### config.mk
export PLATFORM = sky130hd
export DESIGN_NAME = match_frame_feeder_flat
export DESIGN_NICKNAME = d
export VERILOG_FILES = /design/src/rtl/match_frame_feeder_pkg.sv /design/src/rtl/match_frame_feeder_if.sv /design/src/rtl/match_frame_feeder_frame_buf_ram.sv /design/src/rtl/match_frame_feeder.sv /design/src/flat_wrapper.sv
export SDC_FILE = /design/constraint.sdc
export NUM_CORES = 2
export LEC_CHECK = 0
export ABC_AREA = 1
export CELL_PAD_IN_SITES_DETAIL_PLACEMENT = 0
export CELL_PAD_IN_SITES_GLOBAL_PLACEMENT = 1
export CORE_ASPECT_RATIO = 1.2
export CORE_MARGIN = 2
export CORE_UTILIZATION = 55
export CTS_CLUSTER_SIZE = 25
export DETAILED_ROUTE_END_ITERATION = 10
export DONT_BUFFER_PORTS = 1
export HOLD_SLACK_MARGIN = 0.02
export PLACE_DENSITY_LB_ADDON = 0.1
export SLEW_MARGIN = 10
export SYNTH_ARGS = -nofsm -noshare
export SYNTH_HDL_FRONTEND = slang
export SYNTH_SLANG_ARGS = --single-unit
### constraint.sdc
create_clock -name clk -period 6.5 [get_ports clk]
set_input_delay 1.95 -clock clk [delete_from_list [all_inputs] [get_ports clk]]
set_output_delay 1.95 -clock clk [all_outputs]
set_load 0.005 [all_outputs]
### src/rtl/match_frame_feeder_pkg.sv
// Shared types and constants for the frame feeder and the template matcher.
package match_pkg;

   typedef enum logic [2:0] {IDLE, ARM, CAPTURE, REPLAY, DONE} state_t;

   typedef enum logic [1:0] {TRI = 2'd0, SQR = 2'd1, SIN = 2'd2} wave_t;

   localparam int DOFFSET = 128;

   function automatic logic [7:0] sat_u8(input logic signed [15:0] v);
      if (v < 16'sd0)   return 8'd0;
      if (v > 16'sd255) return 8'hFF;
      return v[7:0];
   endfunction

endpackage

### src/rtl/match_frame_feeder_if.sv
// ADC-in / matcher-out bundle of the frame feeder; master is the feeder side.
interface match_frame_feeder_if #(parameter int AW = 8);
   logic          start;
   logic          adc_valid;
   logic [7:0]    adc_data;
   logic          busy;
   logic          forced;
   logic [AW-1:0] tmpl_addr;
   logic          wave_valid;
   logic [7:0]    wave_in;
   logic [7:0]    dwave_in;
   logic          frame_done;

   modport master (
      input  start, adc_valid, adc_data,
      output busy, forced, tmpl_addr, wave_valid, wave_in, dwave_in, frame_done
   );

   modport slave (
      output start, adc_valid, adc_data,
      input  busy, forced, tmpl_addr, wave_valid, wave_in, dwave_in, frame_done
   );
endinterface

### src/rtl/match_frame_feeder_frame_buf_ram.sv
// Simple dual-port frame buffer, one write port and one synchronous read port.
module frame_buf_ram #(
   parameter int W     = 8,
   parameter int DEPTH = 256,
   parameter int AW    = 8
) (
   input  logic          clk,
   input  logic          we,
   input  logic [AW-1:0] waddr,
   input  logic [W-1:0]  wdata,
   input  logic          re,
   input  logic [AW-1:0] raddr,
   output logic [W-1:0]  rdata
);

   logic [W-1:0] mem [DEPTH];

   // No reset on the read register so this maps onto block RAM.
   always_ff @(posedge clk) begin
      if (we) mem[waddr] <= wdata;
      if (re) rdata <= mem[raddr];
   end

endmodule

### src/rtl/match_frame_feeder.sv
// Triggered frame capture and replay with derivative stream for the template matcher.
module match_frame_feeder
   import match_pkg::*;
#(
   parameter int FRAME_LEN    = 256,
   parameter int AW           = 8,
   parameter int TRIG_LEVEL   = 128,
   parameter int TRIG_TIMEOUT = 4096,
   parameter int DSHIFT       = 2
) (
   input  logic clk,
   input  logic rst,
   match_frame_feeder_if.master bus
);

   localparam int TW = $clog2(TRIG_TIMEOUT) + 1;
   localparam int DW = 9 + DSHIFT;

   state_t         state;
   logic [AW-1:0]  wr_ptr;
   logic [AW-1:0]  rd_ptr;
   logic           rd_act;
   logic [1:0]     vld_pipe;
   logic [7:0]     prev;
   logic           prev_ok;
   logic [TW-1:0]  to_cnt;
   logic           trig;
   logic           tmo;
   logic           we;
   logic [AW-1:0]  waddr;
   logic [7:0]     rd_data;

   logic signed [8:0]    diff9;
   logic signed [DW-1:0] diff;
   logic signed [15:0]   dsum;

   assign trig  = prev_ok && (prev < 8'(TRIG_LEVEL)) && (bus.adc_data >= 8'(TRIG_LEVEL));
   assign tmo   = (to_cnt == TW'(TRIG_TIMEOUT - 1));
   assign we    = bus.adc_valid && ((state == ARM && (trig || tmo)) || state == CAPTURE);
   assign waddr = (state == ARM) ? '0 : wr_ptr;

   frame_buf_ram #(.W(8), .DEPTH(FRAME_LEN), .AW(AW)) u_buf (
      .clk   (clk),
      .we    (we),
      .waddr (waddr),
      .wdata (bus.adc_data),
      .re    (rd_act),
      .raddr (rd_ptr),
      .rdata (rd_data)
   );

   always_ff @(posedge clk) begin
      if (rst) begin
         state          <= IDLE;
         bus.busy       <= 1'b0;
         bus.forced     <= 1'b0;
         bus.frame_done <= 1'b0;
         wr_ptr         <= '0;
         rd_ptr         <= '0;
         rd_act         <= 1'b0;
         prev           <= '0;
         prev_ok        <= 1'b0;
         to_cnt         <= '0;
      end else begin
         bus.frame_done <= 1'b0;
         unique case (state)
            IDLE: if (bus.start) begin
               state      <= ARM;
               bus.busy   <= 1'b1;
               bus.forced <= 1'b0;
               to_cnt     <= '0;
               prev_ok    <= 1'b0;
            end
            ARM: if (bus.adc_valid) begin
               prev    <= bus.adc_data;
               prev_ok <= 1'b1;
               to_cnt  <= to_cnt + TW'(1);
               // A coincident trigger wins, so forced only reflects a pure timeout.
               if (trig || tmo) begin
                  state      <= CAPTURE;
                  wr_ptr     <= AW'(1);
                  bus.forced <= !trig;
               end
            end
            CAPTURE: if (bus.adc_valid) begin
               wr_ptr <= wr_ptr + AW'(1);
               if (wr_ptr == AW'(FRAME_LEN - 1)) begin
                  state  <= REPLAY;
                  rd_act <= 1'b1;
                  rd_ptr <= '0;
               end
            end
            REPLAY: begin
               if (rd_act) begin
                  rd_ptr <= rd_ptr + AW'(1);
                  if (rd_ptr == AW'(FRAME_LEN - 1)) rd_act <= 1'b0;
               end
               // Leave once the final wave_valid cycle is on the outputs.
               if (vld_pipe[1] && !vld_pipe[0]) begin
                  state          <= DONE;
                  bus.frame_done <= 1'b1;
               end
            end
            DONE: begin
               state    <= IDLE;
               bus.busy <= 1'b0;
            end
            default: state <= IDLE;
         endcase
      end
   end

   assign diff9 = $signed({1'b0, rd_data}) - $signed({1'b0, bus.wave_in});
   assign diff  = DW'(diff9) <<< DSHIFT;
   assign dsum  = 16'(diff) + 16'(DOFFSET);

   // vld_pipe[0] marks RAM output valid, vld_pipe[1] marks the output registers valid.
   always_ff @(posedge clk) begin
      if (rst) begin
         vld_pipe      <= '0;
         bus.tmpl_addr <= '0;
         bus.wave_in   <= '0;
         bus.dwave_in  <= 8'(DOFFSET);
      end else begin
         vld_pipe      <= {vld_pipe[0], rd_act};
         bus.tmpl_addr <= rd_act ? rd_ptr : '0;
         if (vld_pipe[0]) begin
            bus.wave_in  <= rd_data;
            bus.dwave_in <= vld_pipe[1] ? sat_u8(dsum) : 8'(DOFFSET);
         end else begin
            bus.dwave_in <= 8'(DOFFSET);
         end
      end
   end

   assign bus.wave_valid = vld_pipe[1];

endmodule

### src/flat_wrapper.sv
// flat-port wrapper written by rule: the top's interface ports become plain ports
module match_frame_feeder_flat import match_pkg::*;
#(
   parameter int FRAME_LEN    = 256,
   parameter int AW           = 8,
   parameter int TRIG_LEVEL   = 128,
   parameter int TRIG_TIMEOUT = 4096,
   parameter int DSHIFT       = 2
)
  (clk, rst, bus_start, bus_adc_valid, bus_adc_data, bus_busy, bus_forced, bus_tmpl_addr, bus_wave_valid, bus_wave_in, bus_dwave_in, bus_frame_done);
  match_frame_feeder_if #(.AW(AW)) bus_i ();
  input  logic clk;
  input  logic rst;
  input wire logic [$bits(bus_i.start)-1:0] bus_start;
  input wire logic [$bits(bus_i.adc_valid)-1:0] bus_adc_valid;
  input wire logic [$bits(bus_i.adc_data)-1:0] bus_adc_data;
  output wire logic [$bits(bus_i.busy)-1:0] bus_busy;
  output wire logic [$bits(bus_i.forced)-1:0] bus_forced;
  output wire logic [$bits(bus_i.tmpl_addr)-1:0] bus_tmpl_addr;
  output wire logic [$bits(bus_i.wave_valid)-1:0] bus_wave_valid;
  output wire logic [$bits(bus_i.wave_in)-1:0] bus_wave_in;
  output wire logic [$bits(bus_i.dwave_in)-1:0] bus_dwave_in;
  output wire logic [$bits(bus_i.frame_done)-1:0] bus_frame_done;
  assign bus_i.start = bus_start;
  assign bus_i.adc_valid = bus_adc_valid;
  assign bus_i.adc_data = bus_adc_data;
  assign bus_busy = bus_i.busy;
  assign bus_forced = bus_i.forced;
  assign bus_tmpl_addr = bus_i.tmpl_addr;
  assign bus_wave_valid = bus_i.wave_valid;
  assign bus_wave_in = bus_i.wave_in;
  assign bus_dwave_in = bus_i.dwave_in;
  assign bus_frame_done = bus_i.frame_done;
  match_frame_feeder #(.FRAME_LEN(FRAME_LEN), .AW(AW), .TRIG_LEVEL(TRIG_LEVEL), .TRIG_TIMEOUT(TRIG_TIMEOUT), .DSHIFT(DSHIFT)) u_core (.clk(clk), .rst(rst), .bus(bus_i));
endmodule
### Yosys cells after proc, flatten, opt, wreduce, memory -nomap -nowiden

Memories as Yosys holds them, arrays and structs flattened. A register that Yosys moved wholly into a read port is not among the register bits.
Index checks and enable logic that the tools add are counted.

| storage, ports and cells | value |
|---|---|
| flip-flop bits (word level) | 71 |
| latch bits | 0 |
| memory bits (writable) | 2048 |
| ROM bits | 0 |
| output and inout bits | 28 |
| word-level logic and storage cells | 113 |
| memories | 1 |

Memory list:

| memory | depth | width | rd ports | clocked after memory_dff | wr ports | line | source |
|---|---|---|---|---|---|---|---|
| u_core.u_buf.mem | 256 | 8 | 1 | 1 | 1 | match_frame_feeder_frame_buf_ram.sv:16 | `logic [W-1:0] mem [DEPTH];` |

| operators by class | value |
|---|---|
| add/subtract/negate cells | 5 |
| multiply operators | 0 |
| divide/modulo/power cells | 0 |
| magnitude comparators | 4 |
| eq/ne operators | 14 |
| shift-type cells | 0 |
| multiplexer cells | 46 |
| bitwise operators | 4 |
| reduce and logical (&&, ||, !) cells | 25 |

Operators with widths:

| kind | number |
|---|---|
| two-way mux 8 bit | 11 |
| one-hot mux 8 bit (2 select lines) | 2 |
| two-way mux 13 bit | 2 |
| one-hot mux 13 bit (2 select lines) | 1 |
| two-way mux 1 bit | 19 |
| two-way mux 3 bit | 6 |
| adder 8 x 1 -> 8 bit (second input constant) | 2 |
| equality test 8 bit (second input constant) | 2 |
| greater-than comparator 16 x 9 -> 1 bit (second input constant) | 1 |
| < comparator 16 x 1 -> 1 bit (second input constant) | 1 |
| adder 13 x 1 -> 13 bit (second input constant) | 1 |
| equality test 13 x 12 -> 1 bit (second input constant) | 1 |
| adder 11 x 9 -> 12 bit (second input constant) | 1 |
| one-hot mux 3 bit (4 select lines) | 1 |
| AND reduction 4 bit | 3 |
| inequality test 2 bit (second input constant) | 5 |
| subtractor 8 x 8 -> 9 bit | 1 |
| >= comparator 8 bit (second input constant) | 1 |
| < comparator 8 bit (second input constant) | 1 |
| one-hot mux 1 bit (2 select lines) | 4 |
| nonzero test 2 bit | 4 |
| equality test 3 x 2 -> 1 bit (second input constant) | 2 |
| AND reduction 3 bit | 2 |
| AND reduction 6 bit | 1 |
| 11 further kinds | 23 |

### Logic depth before layout (Yosys ltp)

| logic depth | value |
|---|---|
| depth after elaboration | 11 |
| depth in mapped cells | 21 |
| depth with buffers taken out | 17 |

### By module

Synthesis repeated with hierarchy kept, for this count alone.

| second synthesis, totals | value |
|---|---|
| cell total of the unflattened synthesis | 7450 |
| area, all modules | 86604.3 µm² |

By module, submodules not included:

| module | instances | cells each | area an instance (µm²) |
|---|---|---|---|
| frame_buf_ram | 1 | 7003 | 83476.3 |
| match_frame_feeder | 1 | 447 | 3128.0 |

### Least setup slack after synthesis

Ideal clock, no wire load.

| timing path | value |
|---|---|
| path type | input to register |
| start | input port bus_adc_valid |
| end | memory u_core.u_buf.mem[28][0] (enable) |
| arrival | 3271 ps |
| data required time | 6130 ps |
| setup slack | 2859 ps |
| stages on the path | 8 |
| cell sequence | inv_1 a21oi_1 nand2_1 buf_6 nor2_4 nand2_2 buf_2 nor2_1 |

| between the ends | value |
|---|---|
| word-level cells in the longest chain between the ends | 3 |

RTL lines:

| element | line | source |
|---|---|---|
| start: declaration | flat_wrapper.sv:15 | `input wire logic [$bits(bus_i.adc_valid)-1:0] bus_adc_valid;` |
| logical AND 1 bit | match_frame_feeder.sv:39 | `assign we = bus.adc_valid && ((state == ARM && (trig \|\| tmo)) \|\| state == CAPTURE);` |
| two-way mux 1 bit | match_frame_feeder_frame_buf_ram.sv:20 | `if (we) mem[waddr] <= wdata;` |
| two-way mux 1 bit (implied by the code) | match_frame_feeder_frame_buf_ram.sv:20 |  |
| end: declaration | match_frame_feeder_frame_buf_ram.sv:16 |  |

Every way passes these cells.

### Final worst setup path

| timing path | value |
|---|---|
| start | input port bus_adc_data[7] |
| end | memory u_core.u_buf.mem[244][2] (enable) |

| between the ends | value |
|---|---|
| word-level cells in the longest chain between the ends | 8 |

RTL lines:

| element | line | source |
|---|---|---|
| start: declaration | flat_wrapper.sv:16 | `input wire logic [$bits(bus_i.adc_data)-1:0] bus_adc_data;` |
| >= comparator 8 bit | match_frame_feeder.sv:37 | `assign trig = prev_ok && (prev < 8'(TRIG_LEVEL)) && (bus.adc_data >= 8'(TRIG_LEVEL));` |
| logical AND 1 bit | match_frame_feeder.sv:37 |  |
| logical OR 1 bit | match_frame_feeder.sv:39 |  |
| logical AND 1 bit | match_frame_feeder.sv:39 |  |
| logical OR 1 bit | match_frame_feeder.sv:39 |  |
| logical AND 1 bit | match_frame_feeder.sv:39 |  |
| two-way mux 1 bit | match_frame_feeder_frame_buf_ram.sv:20 |  |
| two-way mux 1 bit (implied by the code) | match_frame_feeder_frame_buf_ram.sv:20 |  |

Every way passes these cells.

==> results.md <==
- Initial antenna violation count: 3
- Yosys cell types: 46
- GPL Wtd Cong: 0.855
- Synth warn: 0
- Starting DRT DRC Count: 6087
- Vias post-DR: 58600
- Synth top cells by count: nand2_1 (2298), edfxtp_1 (2056), nor2_1 (1263), nand3_1 (726), inv_1 (646)
- Htree depth: 4
- R2r startpoint: u_core.state[0]$_SDFFE_PP0P_
- Worst Path Buf+Inv: 1
- Worst slew margin: 0.246
- Leak pwr: 36.5 nW
- RSZ-0062 raised after global routing: no
- Max Slew Vio Count: 0
- Setup CP Type: input pin to register
- Worst Hold Class: register to register
- Residual DRC: 0
- DRT Pass-1 Iters: 8
- Number of synthesized flops with an enable pin: 2056
- Fmax: approximately 230 MHz
- Root Driver: clkbuf_16
- Mapped Cells: 8381
- Reg2Reg Depth: 6
- Max Root-Sink Buffers: 3
- Num ports: 40
- Largest cells by area after synthesis: edfxtp_1 (69%), nand2_1 (9.7%), nor2_1 (5.3%)
- Hold Path Cell Cnt: 2
- Worst IR Drop VDD: 315 uV
- Post-synthesis net count: between 8000 and 9000
- Area Overhead vs Synth: 9.23%
- Rows: about 160
- Leading area contributor after synthesis: edfxtp_1
- Clock-pin slew on the worst setup and hold paths: ~0.06 ns
- PwrDens: 291 mW/mm^2
- Post-route clock skew: 0.0292 ns
- Worst setup SP type: input pin
- Setup violators final: 0
- Family with the most delay on the worst path: simple AND/OR/NAND/NOR gates
- HP Start: u_core.to_cnt[11]$_SDFFE_PP0P_
- R2R Setup Slk: 2.34 ns
- Global-route wire length before repair: 360000 um
- Fillers: 13300
- Critical Path AT: 4.86 ns
- Cell chain of the critical path: nand2_1, nor2_1, a31oi_1, nand2_2, nand2_1, inv_2, nand3_2, nor2_1
- Vias in the first global route: roughly 57000
- Die Y: 445 um
- Post-synth ARST share: 0
- Count leader, synth: nand2_1
- Final non-filler cell area: between 0.09 and 0.1 sq mm
- Die area: 0.166 sq mm
- I/O Buffers: 0
- Layout cells sized above 1: 0.0550
- Final wirelength: 245000 um
- Critical path fanouts, max: about 260
- Largest net degree at the start of global routing: 259
- Critical R2R Capture: u_core.u_buf.mem[244][2]$_DFFE_PP_
- Hold-fix buffers, CTS: 0
- Yosys reg bits: 2119
- Die width: approximately 370 um
- Post-synth top area share: 0.692
- Synthesized area per cell: 10.7 sq um
- Clk Latency, worst-skew pair: 0.86 ns
- CP Launch Point: bus_adc_data[7]
- Worst Path Required: 6.98 ns
- ANT nets after route: 0
- Gr usage total: 0.297
- Clock period minus worst slack: roughly 4.4 ns
- Register area share after synthesis: 0.706
- Critical path's largest stage delay: between 0.7 and 0.8 ns
- Endpoints failing hold: 0
- Initial Util: 0.555
- Total Neg Setup Slack: 0 ns
- CTS tree: built
- CP Capture Type: register
- Slowest CP cell: nor2_1
- Post-CTS Setup Bufs: 0
- GRT overflow: 0
- Max Cap Viol: 0
- Clock Sinks: 2119
- Fin nets: between 8000 and 9000
- Post-CTS resize count: 0
- Main synth FF type: edfxtp_1
- Placed cell areas: 0.0906 sq mm
- Worst slew pin tran: between 1 and 1.5 ns
- Via/cell ratio: 5.59
- Worst Hold Endpoint: u_core.to_cnt[11]$_SDFFE_PP0P_
- Core footprint: 0.161 sq mm
- Num CTS Buffers: 201
- HPWL Detailed: 134000 um
- Outcome: completed
- Fin crit share: 0.675
- Avg WL per Cell: 23.4 um
- Synth Cell Area: 0.0893 sq mm
## how the worst max path moves through the flow
| stage | end | slack (ns) | cells after the start |
|---|---|---|---|
| 6_report | u_core.u_buf.mem[244][2]$_DFFE_PP_ | 2.11 | 8 |
| 5_1_grt | u_core.u_buf.mem[242][6]$_DFFE_PP_ | 1.97 | 8 |
| 4_1_cts | u_core.u_buf.mem[133][7]$_DFFE_PP_ | 2.21 | 8 |
| 3_5_place_dp | u_core.u_buf.mem[244][5]$_DFFE_PP_ | 1.31 | 8 |
| 3_3_place_gp | u_core.u_buf.mem[128][0]$_DFFE_PP_ | 1.33 | 8 |
| 2_1_floorplan | u_core.u_buf.mem[28][0]$_DFFE_PP_ | 2.86 | 8 |
## per-layer routing
| metal | share of wire | global-route usage | up-vias |
|---|---|---|---|
| met5 | 0 | 0 | - |
| met4 | 0.039 | 0.118 | 0 |
| met3 | 0.072 | 0.0475 | 444 |
| met2 | 0.48 | 0.489 | 2256 |
| met1 | 0.41 | 0.397 | 28300 |
| li1 | - | - | 27600 |
## power by group
part / switching (W) / leakage, nW / internal, W
logic: 0.000832 / 14.1 / 0.000302
clock network: 0.00504 / 3.37 / 0.00715
registers: 0.0000398 / 19.0 / 0.0150
total: 0.00591 / 36.5 / 0.0224
## cell type report
class                      count  area (sq um)  share of cell area
inverter                     660          2500              0.0256
tap                         2119          2650              0.0272
clock buffer                 251          5500              0.0564
antenna                        4          10.0            0.000103
sequential                  2119         63000               0.646
multi-input combinational   5127         21800               0.223
clock inverter               126          1420              0.0145
timing repair buffer          68           673             0.00690
## stage by stage
step / cells / worst slack, ns / power [W] / util / hold WS (ns)
after floorplan: 8381 / 2.86 / 0.0162 / - / 0.445
after global placement: 10100 / 1.33 / 0.0164 / 0.564 / 0.445
after detailed placement: 10100 / 1.31 / 0.0164 / 0.564 / 0.460
after CTS: 10500 / 2.21 / 0.0285 / 0.607 / 0.470
after global routing: 10500 / 1.97 / 0.0291 / 0.607 / 0.504
final: 10500 / 2.11 / 0.0283 / 0.607 / 0.467
## state kept, by name (all words and copies together) (netlist names)
signal / cells
u_core.bus.busy: 1
u_core.bus.dwave_in: 7
u_core.bus.forced: 1
u_core.bus.frame_done: 1
u_core.bus.tmpl_addr: 8
u_core.bus.wave_in: 8
u_core.prev: 1
u_core.prev_ok: 1
u_core.rd_act: 1
u_core.rd_ptr: 8
u_core.state: 3
u_core.to_cnt: 13
u_core.u_buf.mem: 2048
u_core.u_buf.rdata: 8
u_core.vld_pipe: 2
u_core.wr_ptr: 8
## tightest hold or removal path, delay by kind of cell, from the launching register on
family	cells	cell delay (ns)
flip-flops	1	0.31
AND/OR/NAND/NOR	1	0.06
AO/OA/AOI/OAI	1	0.06
## cells by family after synthesis
logic type | share of synthesized area
compound gates | 0.0450
xor+xnor | 0.000785
fa+ha+maj | 0.00191
buf+inv | 0.0514
flops | 0.706
simple gates | 0.195
## placed cells by master, fill, tap and decap left out, drive strengths merged, types with 21 or more instances in the layout
cell,n
nand2,2307
edfxtp,2056
nor2,1268
nand3,733
inv,663
o21ai,547
clkbuf,251
a21oi,126
clkinv,81
buf,68
o211ai,63
dfxtp,63
bufinv,29
or2,21
(Power assumes the default switching activity.)
